[src/rtl/down_timer_ctrl_if.sv]
`default_nettype none
// ============================================================================
//  Module      : down_timer_ctrl_if
//  Description : Control/status bundle for the down_timer_ctrl block.
//                master : the controller that starts/pauses/aborts the timer
//                slave  : the timer itself
//  Signals     : load_val [WIDTH] start value, sampled on an accepted start
//                start             start request (level-sampled)
//                pause             hold request, freezes the count while high
//                abort             cancels a run without a done pulse
//                count    [WIDTH] current down-counter value
//                busy              high while a run is in progress
//                done              one-cycle terminal-count pulse
//  Revision    : 1.0 - initial release
// ============================================================================
interface down_timer_ctrl_if #(
   parameter int WIDTH = 4
);
   logic [WIDTH-1:0] load_val;
   logic             start;
   logic             pause;
   logic             abort;
   logic [WIDTH-1:0] count;
   logic             busy;
   logic             done;

   modport master (
      output load_val,
      output start,
      output pause,
      output abort,
      input  count,
      input  busy,
      input  done
   );

   modport slave (
      input  load_val,
      input  start,
      input  pause,
      input  abort,
      output count,
      output busy,
      output done
   );
endinterface
`default_nettype wire

[src/rtl/down_timer_ctrl.sv]
`default_nettype none
// ============================================================================
//  Module      : down_timer_ctrl
//  Description : Loadable down-counter timer with pause and abort.
//                A start in IDLE loads load_val and counts down once per
//                clock; the edge that sees count==1 ends the run and
//                produces a one-cycle done pulse.  A zero load value gives
//                an immediate done pulse without leaving IDLE.
//                Per-edge priority while running: abort > pause > decrement.
//  Macro       : DOWN_TIMER_AUTO_RELOAD_EN
//                  defined   - terminal edge reloads the start value and the
//                              timer keeps running (periodic done pulses)
//                  undefined - one-shot: terminal edge returns to IDLE with
//                              count = 0
//  Ports       : clk  in   system clock, rising edge
//                rst  in   asynchronous active-high reset
//                bus  slave modport of down_timer_ctrl_if
//                     (load_val/start/pause/abort in, count/busy/done out)
//  Parameters  : WIDTH - counter and load-value width in bits (default 4);
//                        must match the WIDTH of the connected interface
//  Revision    : 1.0 - initial release
// ============================================================================
module down_timer_ctrl #(
   parameter int WIDTH = 4
) (
   input wire                clk,
   input wire                rst,
   down_timer_ctrl_if.slave  bus
);

   typedef enum logic [1:0] {
      ST_IDLE = 2'd0,
      ST_RUN  = 2'd1,
      ST_HOLD = 2'd2
   } state_t;

   localparam logic [WIDTH-1:0] C_ZERO = '0;
   localparam logic [WIDTH-1:0] C_ONE  = WIDTH'(1);

   state_t           r_state;
   state_t           w_state_nxt;
   logic [WIDTH-1:0] r_count;
   logic [WIDTH-1:0] w_count_nxt;
   logic             r_done;
   logic             w_done_nxt;

`ifdef DOWN_TIMER_AUTO_RELOAD_EN
   // Start value of the current run, restored at every terminal edge.
   logic [WIDTH-1:0] r_reload;
   logic [WIDTH-1:0] w_reload_nxt;
`endif

   // -------------------------------------------------------------------------
   // State / datapath registers
   // -------------------------------------------------------------------------
   always_ff @(posedge clk or posedge rst) begin
      if (rst) begin
         r_state  <= ST_IDLE;
         r_count  <= C_ZERO;
         r_done   <= 1'b0;
`ifdef DOWN_TIMER_AUTO_RELOAD_EN
         r_reload <= C_ZERO;
`endif
      end else begin
         r_state  <= w_state_nxt;
         r_count  <= w_count_nxt;
         r_done   <= w_done_nxt;
`ifdef DOWN_TIMER_AUTO_RELOAD_EN
         r_reload <= w_reload_nxt;
`endif
      end
   end

   // -------------------------------------------------------------------------
   // Next-state and datapath logic
   // -------------------------------------------------------------------------
   always_comb begin
      w_state_nxt  = r_state;
      w_count_nxt  = r_count;
      w_done_nxt   = 1'b0;
`ifdef DOWN_TIMER_AUTO_RELOAD_EN
      w_reload_nxt = r_reload;
`endif

      case (r_state)
         ST_IDLE: begin
            if (bus.start) begin
               if (bus.load_val != C_ZERO) begin
                  w_count_nxt  = bus.load_val;
                  w_state_nxt  = ST_RUN;
`ifdef DOWN_TIMER_AUTO_RELOAD_EN
                  w_reload_nxt = bus.load_val;
`endif
               end else begin
                  // Zero-length run: report completion at once, stay idle.
                  w_count_nxt = C_ZERO;
                  w_done_nxt  = 1'b1;
               end
            end
         end

         ST_RUN: begin
            if (bus.abort) begin
               w_count_nxt = C_ZERO;
               w_state_nxt = ST_IDLE;
            end else if (bus.pause) begin
               w_state_nxt = ST_HOLD;
            end else if (r_count == C_ONE) begin
               // Terminal edge: done is registered, so it shows up in the
               // same cycle as the post-terminal count value.
               w_done_nxt = 1'b1;
`ifdef DOWN_TIMER_AUTO_RELOAD_EN
               w_count_nxt = r_reload;
`else
               w_count_nxt = C_ZERO;
               w_state_nxt = ST_IDLE;
`endif
            end else begin
               w_count_nxt = r_count - C_ONE;
            end
         end

         ST_HOLD: begin
            if (bus.abort) begin
               w_count_nxt = C_ZERO;
               w_state_nxt = ST_IDLE;
            end else if (!bus.pause) begin
               // Resume edge only changes state; decrementing restarts on
               // the following edge.
               w_state_nxt = ST_RUN;
            end
         end

         default: begin
            w_count_nxt = C_ZERO;
            w_state_nxt = ST_IDLE;
         end
      endcase
   end

   // -------------------------------------------------------------------------
   // Outputs
   // -------------------------------------------------------------------------
   assign bus.count = r_count;
   assign bus.busy  = (r_state != ST_IDLE);
   assign bus.done  = r_done;

endmodule
`default_nettype wire

[src/flat_wrapper.sv]
// flat-port wrapper written by rule: the top's interface ports become plain ports
module down_timer_ctrl_flat 
#(
   parameter int WIDTH = 4
)
  (clk, rst, bus_load_val, bus_start, bus_pause, bus_abort, bus_count, bus_busy, bus_done);
  down_timer_ctrl_if #(.WIDTH(WIDTH)) bus_i ();
  input wire clk;
  input wire rst;
  input wire logic [$bits(bus_i.load_val)-1:0] bus_load_val;
  input wire logic [$bits(bus_i.start)-1:0] bus_start;
  input wire logic [$bits(bus_i.pause)-1:0] bus_pause;
  input wire logic [$bits(bus_i.abort)-1:0] bus_abort;
  output wire logic [$bits(bus_i.count)-1:0] bus_count;
  output wire logic [$bits(bus_i.busy)-1:0] bus_busy;
  output wire logic [$bits(bus_i.done)-1:0] bus_done;
  assign bus_i.load_val = bus_load_val;
  assign bus_i.start = bus_start;
  assign bus_i.pause = bus_pause;
  assign bus_i.abort = bus_abort;
  assign bus_count = bus_i.count;
  assign bus_busy = bus_i.busy;
  assign bus_done = bus_i.done;
  down_timer_ctrl #(.WIDTH(WIDTH)) u_core (.clk(clk), .rst(rst), .bus(bus_i));
endmodule
[config.mk]
export PLATFORM = sky130hd
export DESIGN_NAME = down_timer_ctrl_flat
export DESIGN_NICKNAME = d
export VERILOG_FILES = /design/src/rtl/down_timer_ctrl_if.sv /design/src/rtl/down_timer_ctrl.sv /design/src/flat_wrapper.sv
export SDC_FILE = /design/constraint.sdc
export NUM_CORES = 1
export LEC_CHECK = 0
export BUFFER_PORTS_ARGS = -buffer_cell sky130_fd_sc_hd__buf_2
export CAP_MARGIN = 20
export CORE_MARGIN = 1.5
export CORE_UTILIZATION = 35
export CTS_BUF_LIST = sky130_fd_sc_hd__clkbuf_8
export CTS_CLUSTER_DIAMETER = 80
export CTS_CLUSTER_SIZE = 10
export DETAILED_ROUTE_END_ITERATION = 10
export PLACE_DENSITY = 0.67
export SETUP_SLACK_MARGIN = 0.4
export SYNTH_ARGS = -nofsm -noshare
export SYNTH_HDL_FRONTEND = slang
export SYNTH_SLANG_ARGS = --single-unit
[constraint.sdc]
create_clock -name clk -period 1.8 [get_ports clk]
set_clock_uncertainty 0.2 [all_clocks]
set_input_delay 0.27 -clock clk [delete_from_list [all_inputs] [get_ports clk]]
set_output_delay 0.27 -clock clk [all_outputs]
set_load 0.005 [all_outputs]
## Word-level counts from Yosys, hierarchy flattened

Cells that the tools add are included.

| storage, ports and cells | value |
|---|---|
| output and inout bits | 6 |
| logic and storage cells | 39 |
| input port bits | 9 |
| bits in registers | 7 |

| cells by class | value |
|---|---|
| mux-type cells | 21 |
| equality and inequality tests | 9 |
| reduce and logical (&&, ||, !) cells | 5 |
| add/subtract/negate cells | 1 |

Operators by type and width:

| cell | number |
|---|---|
| 4-bit 2-to-1 mux | 6 |
| 2-bit 2-to-1 mux | 7 |
| 4-bit case mux with 3 select lines | 1 |
| 3-bit != test (second input constant) | 2 |
| 2-bit case mux with 3 select lines | 1 |
| 1-bit 2-to-1 mux | 5 |
| 4-bit by 1-bit == test with 1-bit output (second input constant) | 1 |
| 2-bit != test (second input constant) | 2 |
| 4-bit by 3-bit != test with 1-bit output (second input constant) | 1 |
| 4-bit AND reduction | 1 |
| 4-bit nonzero test | 1 |
| 4-bit by 1-bit subtractor with 4-bit output (second input constant) | 1 |
| 3-bit AND reduction | 1 |
| 2-bit by 1-bit == test with 1-bit output (second input constant) | 1 |
| 2-bit == test (second input constant) | 1 |
| 2-bit zero test | 1 |
| 2-bit by 1-bit != test with 1-bit output (second input constant) | 1 |
| 1-bit case mux with 2 select lines | 1 |
| 2-bit nonzero test | 1 |

## Longest topological paths before layout

Gate-level depths: netlist (run 1).

| depth | value |
|---|---|
| word-level depth | 5 |
| mapped depth | 6 |
| depth with buffers taken out | 6 |

## Worst setup path after synthesis (run 1)

No wires, ideal clock.

| timing path | value |
|---|---|
| kind | register -> register |
| from | reg u_core.r_count[1], in the netlist u_core.bus.count[1] |
| to | reg u_core.r_count[2], in the netlist u_core.bus.count[2] |
| arrival time | 1.285 ns |
| stages on the path, launching flop included | 7 |
| library setup time | 0.128 ns |
| data required time | 1.472 ns |
| path slack | 0.187 ns |
| path buffers | 0 |
| path through | dfrtp_1 -> inv_1 -> ha_1 -> nor3b_1 -> nor3_2 -> a32oi_1 -> o22ai_2 |

| between the ends | value |
|---|---|
| longest elaborated chain between the ends | 5 |
| elaborated cells on any way between the ends | 6 |
| classes of those cells | add/sub (1); eq/ne (1); mux (4) |

Ends and longest elaborated chain:

| item | RTL line | source |
|---|---|---|
| start, declared | down_timer_ctrl.sv:42 | `logic [WIDTH-1:0] r_count;` |
| start signal, assigned | down_timer_ctrl.sv:66 | `r_count <= w_count_nxt;` |
| 4-bit by 1-bit subtractor with 4-bit output / 4-bit by 1-bit == test with 1-bit output (equally long branches) | down_timer_ctrl.sv:119, down_timer_ctrl.sv:108 |  |
| 4-bit 2-to-1 mux (*) | down_timer_ctrl.sv:108 | `end else if (r_count == C_ONE) begin` |
| 4-bit 2-to-1 mux (*) | down_timer_ctrl.sv:106 | `end else if (bus.pause) begin` |
| 4-bit 2-to-1 mux (*) | down_timer_ctrl.sv:103 | `if (bus.abort) begin` |
| 4-bit case mux with 3 select lines (*) | down_timer_ctrl.sv:85 | `case (r_state)` |

Mark *: on every way between the ends. The rest lies on a longest branch, timed or not. The select of a mux whose other input is x is not followed.
A chain may end at the register's enable or synchronous reset.

## Final worst setup path (run 1)

| timing path | value |
|---|---|
| from | reg u_core.r_count[1], in the netlist u_core.bus.count[1] |
| to | reg u_core.r_count[3], in the netlist u_core.bus.count[3] |

Same word-level chain as after synthesis.

==> metrics list, run 1 <==
- Worst Hold Class: input port to flip-flop
- Origin of the critical flop-to-flop path: u_core.bus.count[1]
* Yosys top cell area share: 0.340
* Number of CTS-inserted buffers: 3
* Outcome: finished, final reports clean
* Sequential cell area fraction in the yosys report: 0.340
- The final route contains 511 vias.
- Routability Congestion: 0.842
- Setup violations remaining at the end of the flow were counted as 0.
- During I/O placement, the number of pins put on the boundary was 15.
* Flip-flop and latch count after synthesis: 7
- Max-cap violations: 0
- Standby leakage power: 0.375 nW
- Count of pins over their slew limit: 0
- Synth-to-Final Area Change: 49.5%
- Post-synthesis instance area: 515 sq um
- Syn Area/Cell: 9.04 sq um
- The die is 41.4 um wide.
* F_max: 637 MHz
- In this run the remaining antenna-violating nets after routing total 0.
- Maximum count of clock buffers along a single path: 2
- Post-CTS clock slew at the launch and capture registers of the worst setup and hold paths: 40 ps
* CTS H-tree depth: 1
* Ratio of final minimum period to clock period: 0.872
- Along the worst path, the maximum fanout reaches 5.
- Wirelength per Cell: 15.1 um
- Start point of the critical path: u_core.bus.count[1]
* Largest net degree at the start of global routing: 11
* Number of remaining DRC errors: 0
* Count leader, synth: sky130_fd_sc_hd__inv_1
- Util after Layout: 0.578
* CP Launch Type: flip-flop
- The first routing iteration left 15 violations.
* Critical Setup Path Class: flip-flop to flip-flop
- Hold timing on the final database bottoms out at a slack of 159 ps.
* Synth area leaders: sky130_fd_sc_hd__dfrtp_1 34%, sky130_fd_sc_hd__inv_1 6.6%, sky130_fd_sc_hd__nor2_1 5.1%
- Leading cell types by count after synthesis: 9 x sky130_fd_sc_hd__inv_1, 7 x sky130_fd_sc_hd__dfrtp_1, 7 x sky130_fd_sc_hd__nor2_1
* Diodes inserted: 0
- At the later pin of the worst-skew pair, clock insertion delay measures 230 ps.
- Synth cell types: 28
- Prevailing post-synth register cell: sky130_fd_sc_hd__dfrtp_1
- Final sum of negative setup slack: 0 ps
- In the routed layout, each cell is associated on average with a via count of 5.16.
- The total overflow left after global routing is 0.
- Area of the core: 1330 sq um
- Total length of routed wires: 1.49 mm
- Initial Utilization: 0.386
- Clk sink count: 7
- The tree is rooted in a sky130_fd_sc_hd__clkbuf_8.
- Data required time at the worst endpoint: 1700 ps
- Port bufs: 14
* Slew at the pin closest to its max-slew limit: 326 ps
* Post-synth net total: 68
- In this run, synthesis inferred 0 flip-flops with an integrated enable.
- Total iterations of the first detailed-routing run: 4
- After layout, the minimum clock period comes to 1570 ps.
- Share of layout cells above drive strength 1: 0.536
- Vert. Die Dim: 41.4 um
* Fin. Hold Viols: 0
- In the final design database the tool counted 96 nets.
* Power density of the placed cells: 1620 nW/um^2
- First-pass GRT wire length: 2.29 mm
- For this run, the number of Yosys warnings is 0.
- Number of instances in the synthesized netlist: 57
- At the worst endpoint, the arrival time is 1470 ps.
* Relative slew slack: 0.781
* Launch instance of the worst min-delay path: bus_start
* Via count of the first global-routing pass: 496
- Endpoint kind of the worst setup timing path: flip-flop
- CTS tree: done
- Unrepaired setup endpoints after global routing: true
- In the global route stage, overall resource usage came out at 0.221.
* Detailed-placement wirelength estimate: 913 um
* Area of the die: 1710 sq um
- Of all cell types, the one taking the most synthesized area is sky130_fd_sc_hd__dfrtp_1.
- After floorplanning, the core was divided into 13 placement rows.
- Antenna violations before repair: 0
- In the synthesized netlist the async set-or-reset flop fraction comes to 1.00.
- The worst-case IR drop observed on VDD is 641 uV.
==> registers in the layout, indices dropped and copies added (netlist names) <==
| register | count |
|---|---|
| u_core.r_state | 2 |
| u_core.bus.count | 4 |
| u_core.bus.done | 1 |
==> per-stage QoR <==
step           instances  power (mW)  instance area (sq um)  worst slack, ps
6_report              99        1.25                    771              230
4_1_cts               99        1.20                    764              262
5_1_grt               99        1.33                    771              186
3_3_place_gp          86       0.804                    614              211
2_1_floorplan         57       0.676                    529              257
3_5_place_dp          86       0.806                    614              147
==> where the power goes <==
group	total [mW]	internal, mW	switching, mW
combinational	0.707	0.365	0.342
sequential	0.323	0.217	0.106
clock	0.222	0.148	0.0741
==> final timing paths <==
check	cells past startpoint	slack (ps)	to
max	6	230	u_core.bus.count[3]
min reg2reg	2	420	u_core.r_state[1]
max reg2reg	6	230	u_core.bus.count[3]
min	3	160	u_core.bus.done
min in group asynchronous	3	310	u_core.bus.count[0]
max in group asynchronous	3	850	u_core.r_state[0]
==> layout by cell type (no fill, tap or decap), drive strengths merged, types with 3 or more instances in the layout <==
cell type,n
a21oi,5
buf,24
clkbuf,3
dfrtp,7
inv,10
nor2,7
o22ai,3
==> area by class of cell <==
class | count | area, sq um
fill | 120 | 563
multi-input combinational | 39 | 330
inverter | 9 | 33.8
timing repair buffer | 25 | 165
clock buffer | 3 | 41.3
tap | 15 | 18.8
clock inverter | 1 | 3.75
sequential | 7 | 178
==> timing repair <==
| action | 4_1_cts | 5_1_grt |
|---|---|---|
| hold endpoints to repair | 7 | 0 |
| setup endpoints to repair | 7 | 8 |
| gates resized for setup | 11 | 1 |
| pin swaps | 5 | 2 |
| hold buffers | 1 | 0 |
| buffers inserted | 8 | 0 |
==> critical path, stage by stage, from the launching register on <==
cell and delay [ps]:
sky130_fd_sc_hd__dfrtp_1 390, sky130_fd_sc_hd__inv_2 70, sky130_fd_sc_hd__ha_2 150, sky130_fd_sc_hd__nor3b_4 220, sky130_fd_sc_hd__nor3_4 90, sky130_fd_sc_hd__a22oi_1 210, sky130_fd_sc_hd__o22ai_2 120
==> routing by layer <==
layer,global-route usage,part of all wire
met5,0,0
met3,0.0372,0.040
met2,0.371,0.49
met4,0.145,0.036
met1,0.257,0.43
==> cell families (layout without fill, tap and decap cells) <==
logic type      count (synthesis)  in the layout  share of synthesized area
fa+ha+maj                       2              2                     0.0485
flops                           7              7                      0.340
simple gates                   20             20                      0.228
buf+inv                        11             38                      0.102
mux                             2              2                     0.0485
compound gates                 15             15                      0.233
Note: power is estimated with default switching activity, not from simulation.
==> inputs of run 2 (changes only) <==
==> constraint.sdc (replaced) <==
create_clock -name clk -period 1.7 [get_ports clk]
set_clock_uncertainty 0.2 [all_clocks]
set_input_delay 0.255 -clock clk [delete_from_list [all_inputs] [get_ports clk]]
set_output_delay 0.255 -clock clk [all_outputs]
set_load 0.005 [all_outputs]
==> metrics list, run 2 (synthesized netlist as in run 1, its figures left out) <==
- Data on the critical path is required at its endpoint by 1610 ps.
- Once detail routing completed, the nets flagged for antenna violations numbered 0.
- Wires add up to 1.66 mm.
- Diodes inserted: 0
- The via count of the first global-routing pass was 498.
* Net switching component of the power: 0.619 mW
- Standby leakage power: 0.411 nW
- Die boundary width: 41.4 um
- The worst hold path was traced through 3 stages.
* Vert. Die Dim: 41.4 um
* CP Launch Type: flip-flop
- Worst Hold Class: input port to flip-flop
* Post-CTS clock slew at the launch and capture registers of the worst setup and hold paths: 40 ps
* Ratio of final minimum period to clock period: 0.987
- Cell internal power was estimated by the tool at 0.892 mW.
* Relative slew slack: 0.800
* Antenna violations before repair: 0
* Outcome: finished, final reports clean
* Detailed-placement wirelength estimate: 918 um
- Endpoint kind of the worst setup timing path: flip-flop
- The register with the most flip-flops in the layout has 4 of them.
* Clock power share: 0.158
- Final setup violation count: 0
* Wirelength per Cell: 15.9 um
- Synth-to-Final Area Change: 67.7%
- Port bufs: 14
- The share of total power dissipated in combinational logic is 0.620.
- The hold violation count in the final report came to 0.
- Reg power frac: 0.222
* Crit path max fanout: 3
* Initial Utilization: 0.386
- F_max: 596 MHz
- Maximum count of clock buffers along a single path: 2
- Adding up every negative setup slack in the final design gives 0 ps.
- In this design, the stage delay of the slowest critical-path cell is 430 ps.
* Critical Setup Path Class: flip-flop to flip-flop
- I/O pin total: 15
- Walking the worst path, the cells encountered are ha_4 -> nor3b_4 -> nor3_4 -> buf_4 -> a21oi_1 -> o22ai_2.
* Power density of the placed cells: 1750 nW/um^2
* Multi-input gate area in the final layout: 373 sq um
- The max-slew violation count is 0.
- Unrepaired setup endpoints after global routing: true
* Total chip power: 1.51 mW
- Clk sink count: 7
- IR drop worst, VDD: 889 uV
* Max-cap violations: 0
- Global routing finished with a remaining overflow of 0.
- Counting the buffers created by CTS gives 3.
- Critical Path Slowest Stage Cell: sky130_fd_sc_hd__dfrtp_1
- DR iter-0 viols: 8
* Switch share: 0.410
- Filler cell count: 107
- CTS H-tree depth: 1
- For this block, the via count after detailed routing is 557.
- Overall track demand over capacity in global routing: 0.218
- Clock latency on the worst-skew pair, taken at its later pin, is 230 ps.
- The number of placed instances, taps included, is 89.
- Routability-driven placement finished with a final weighted congestion of 0.888.
- # rows: 13
* Final critical delay including setup and external delays: 1680 ps
- In the final layout, flip-flops and latches occupy 178 sq um.
- At the pin with the least slew margin, the transition time is 299 ps.
- Cell Count, Final, Fillers Out: 104
- Total number of nets in the final design: 101
* Average via count per standard cell: 5.36
- In this run the clock root is driven by a sky130_fd_sc_hd__clkbuf_8.
* Share of layout cells above drive strength 1: 0.618
- Area of the core: 1330 sq um
- In the layout the commonest cells are 12 x sky130_fd_sc_hd__buf_2, 12 x sky130_fd_sc_hd__buf_4, 7 x sky130_fd_sc_hd__inv_1.
* Number of remaining DRC errors: 0
- CTS tree: done
- Arrival time at the worst endpoint: 1580 ps
* Area of the die: 1710 sq um
- The first TritonRoute pass finished after 4 iterations.
* First-pass GRT wire length: 2.30 mm
* Largest net degree at the start of global routing: 8
* Depth of the most critical reg-to-reg path: 6
-- run 2: path summary, 6_finish.rpt --
kind                                       end  slack [ps]           startpoint
max                        u_core.bus.count[2]          20  u_core.bus.count[0]
min                            u_core.bus.done         120            bus_start
max reg2reg                u_core.bus.count[2]          20  u_core.bus.count[0]
min reg2reg                u_core.bus.count[1]         420  u_core.bus.count[1]
max in group asynchronous    u_core.r_state[0]         750                  rst
min in group asynchronous  u_core.bus.count[1]         310                  rst
-- run 2: final cells by class --
class	instances	share of cell area
multi-input cells	39	0.431
repair buffers	30	0.250
flip-flops and latches	7	0.205
clock buffers	3	0.0478
inverters	9	0.0391
well taps	15	0.0217
clock inverters	1	0.00434
-- run 2: timing repair --
item	in CTS	in global routing
hold buffers	1	0
resized for setup	6	15
hold endpoints to repair	7	0
endpoints found under the setup margin	8	10
pin swaps	3	8
buffers inserted	4	6
-- run 2: through the flow --
step	utilization	hold slack [ps]	area (sq um)	worst slack, ps
6_report	0.648	120	865	21.9
5_1_grt	0.648	129	865	-15.8
4_1_cts	0.565	111	753	159
3_5_place_dp	0.477	5.13	637	60.1
3_3_place_gp	0.477	7.53	637	110
2_1_floorplan	-	-142	529	157
-- run 2: critical path, delay by kind of cell, from the launching register on --
| kind | cells | cell delay (ps) |
|---|---|---|
| buf+inv | 1 | 160 |
| simple gates | 2 | 310 |
| fa+ha+maj | 1 | 160 |
| compound gates | 2 | 290 |
| flops | 1 | 430 |
-- run 2: power by group through the flow --
stage / logic, mW / clock network, mW / registers (mW)
after floorplan: 0.429 / 0 / 0.287
after global placement: 0.576 / 0 / 0.312
after detailed placement: 0.574 / 0 / 0.314
after CTS: 0.673 / 0.241 / 0.319
after global routing: 1.03 / 0.250 / 0.342
final: 0.937 / 0.239 / 0.335
-- run 2: per-layer routing --
metal / part of all wire / GRT usage / vias to the layer above / wire length (um)
li1: - / - / 264 / -
met1: 0.39 / 0.267 / 258 / 648
met2: 0.53 / 0.363 / 27 / 875
met3: 0.047 / 0.0479 / 8 / 78
met4: 0.033 / 0.0968 / 0 / 54
met5: 0 / 0 / - / 0
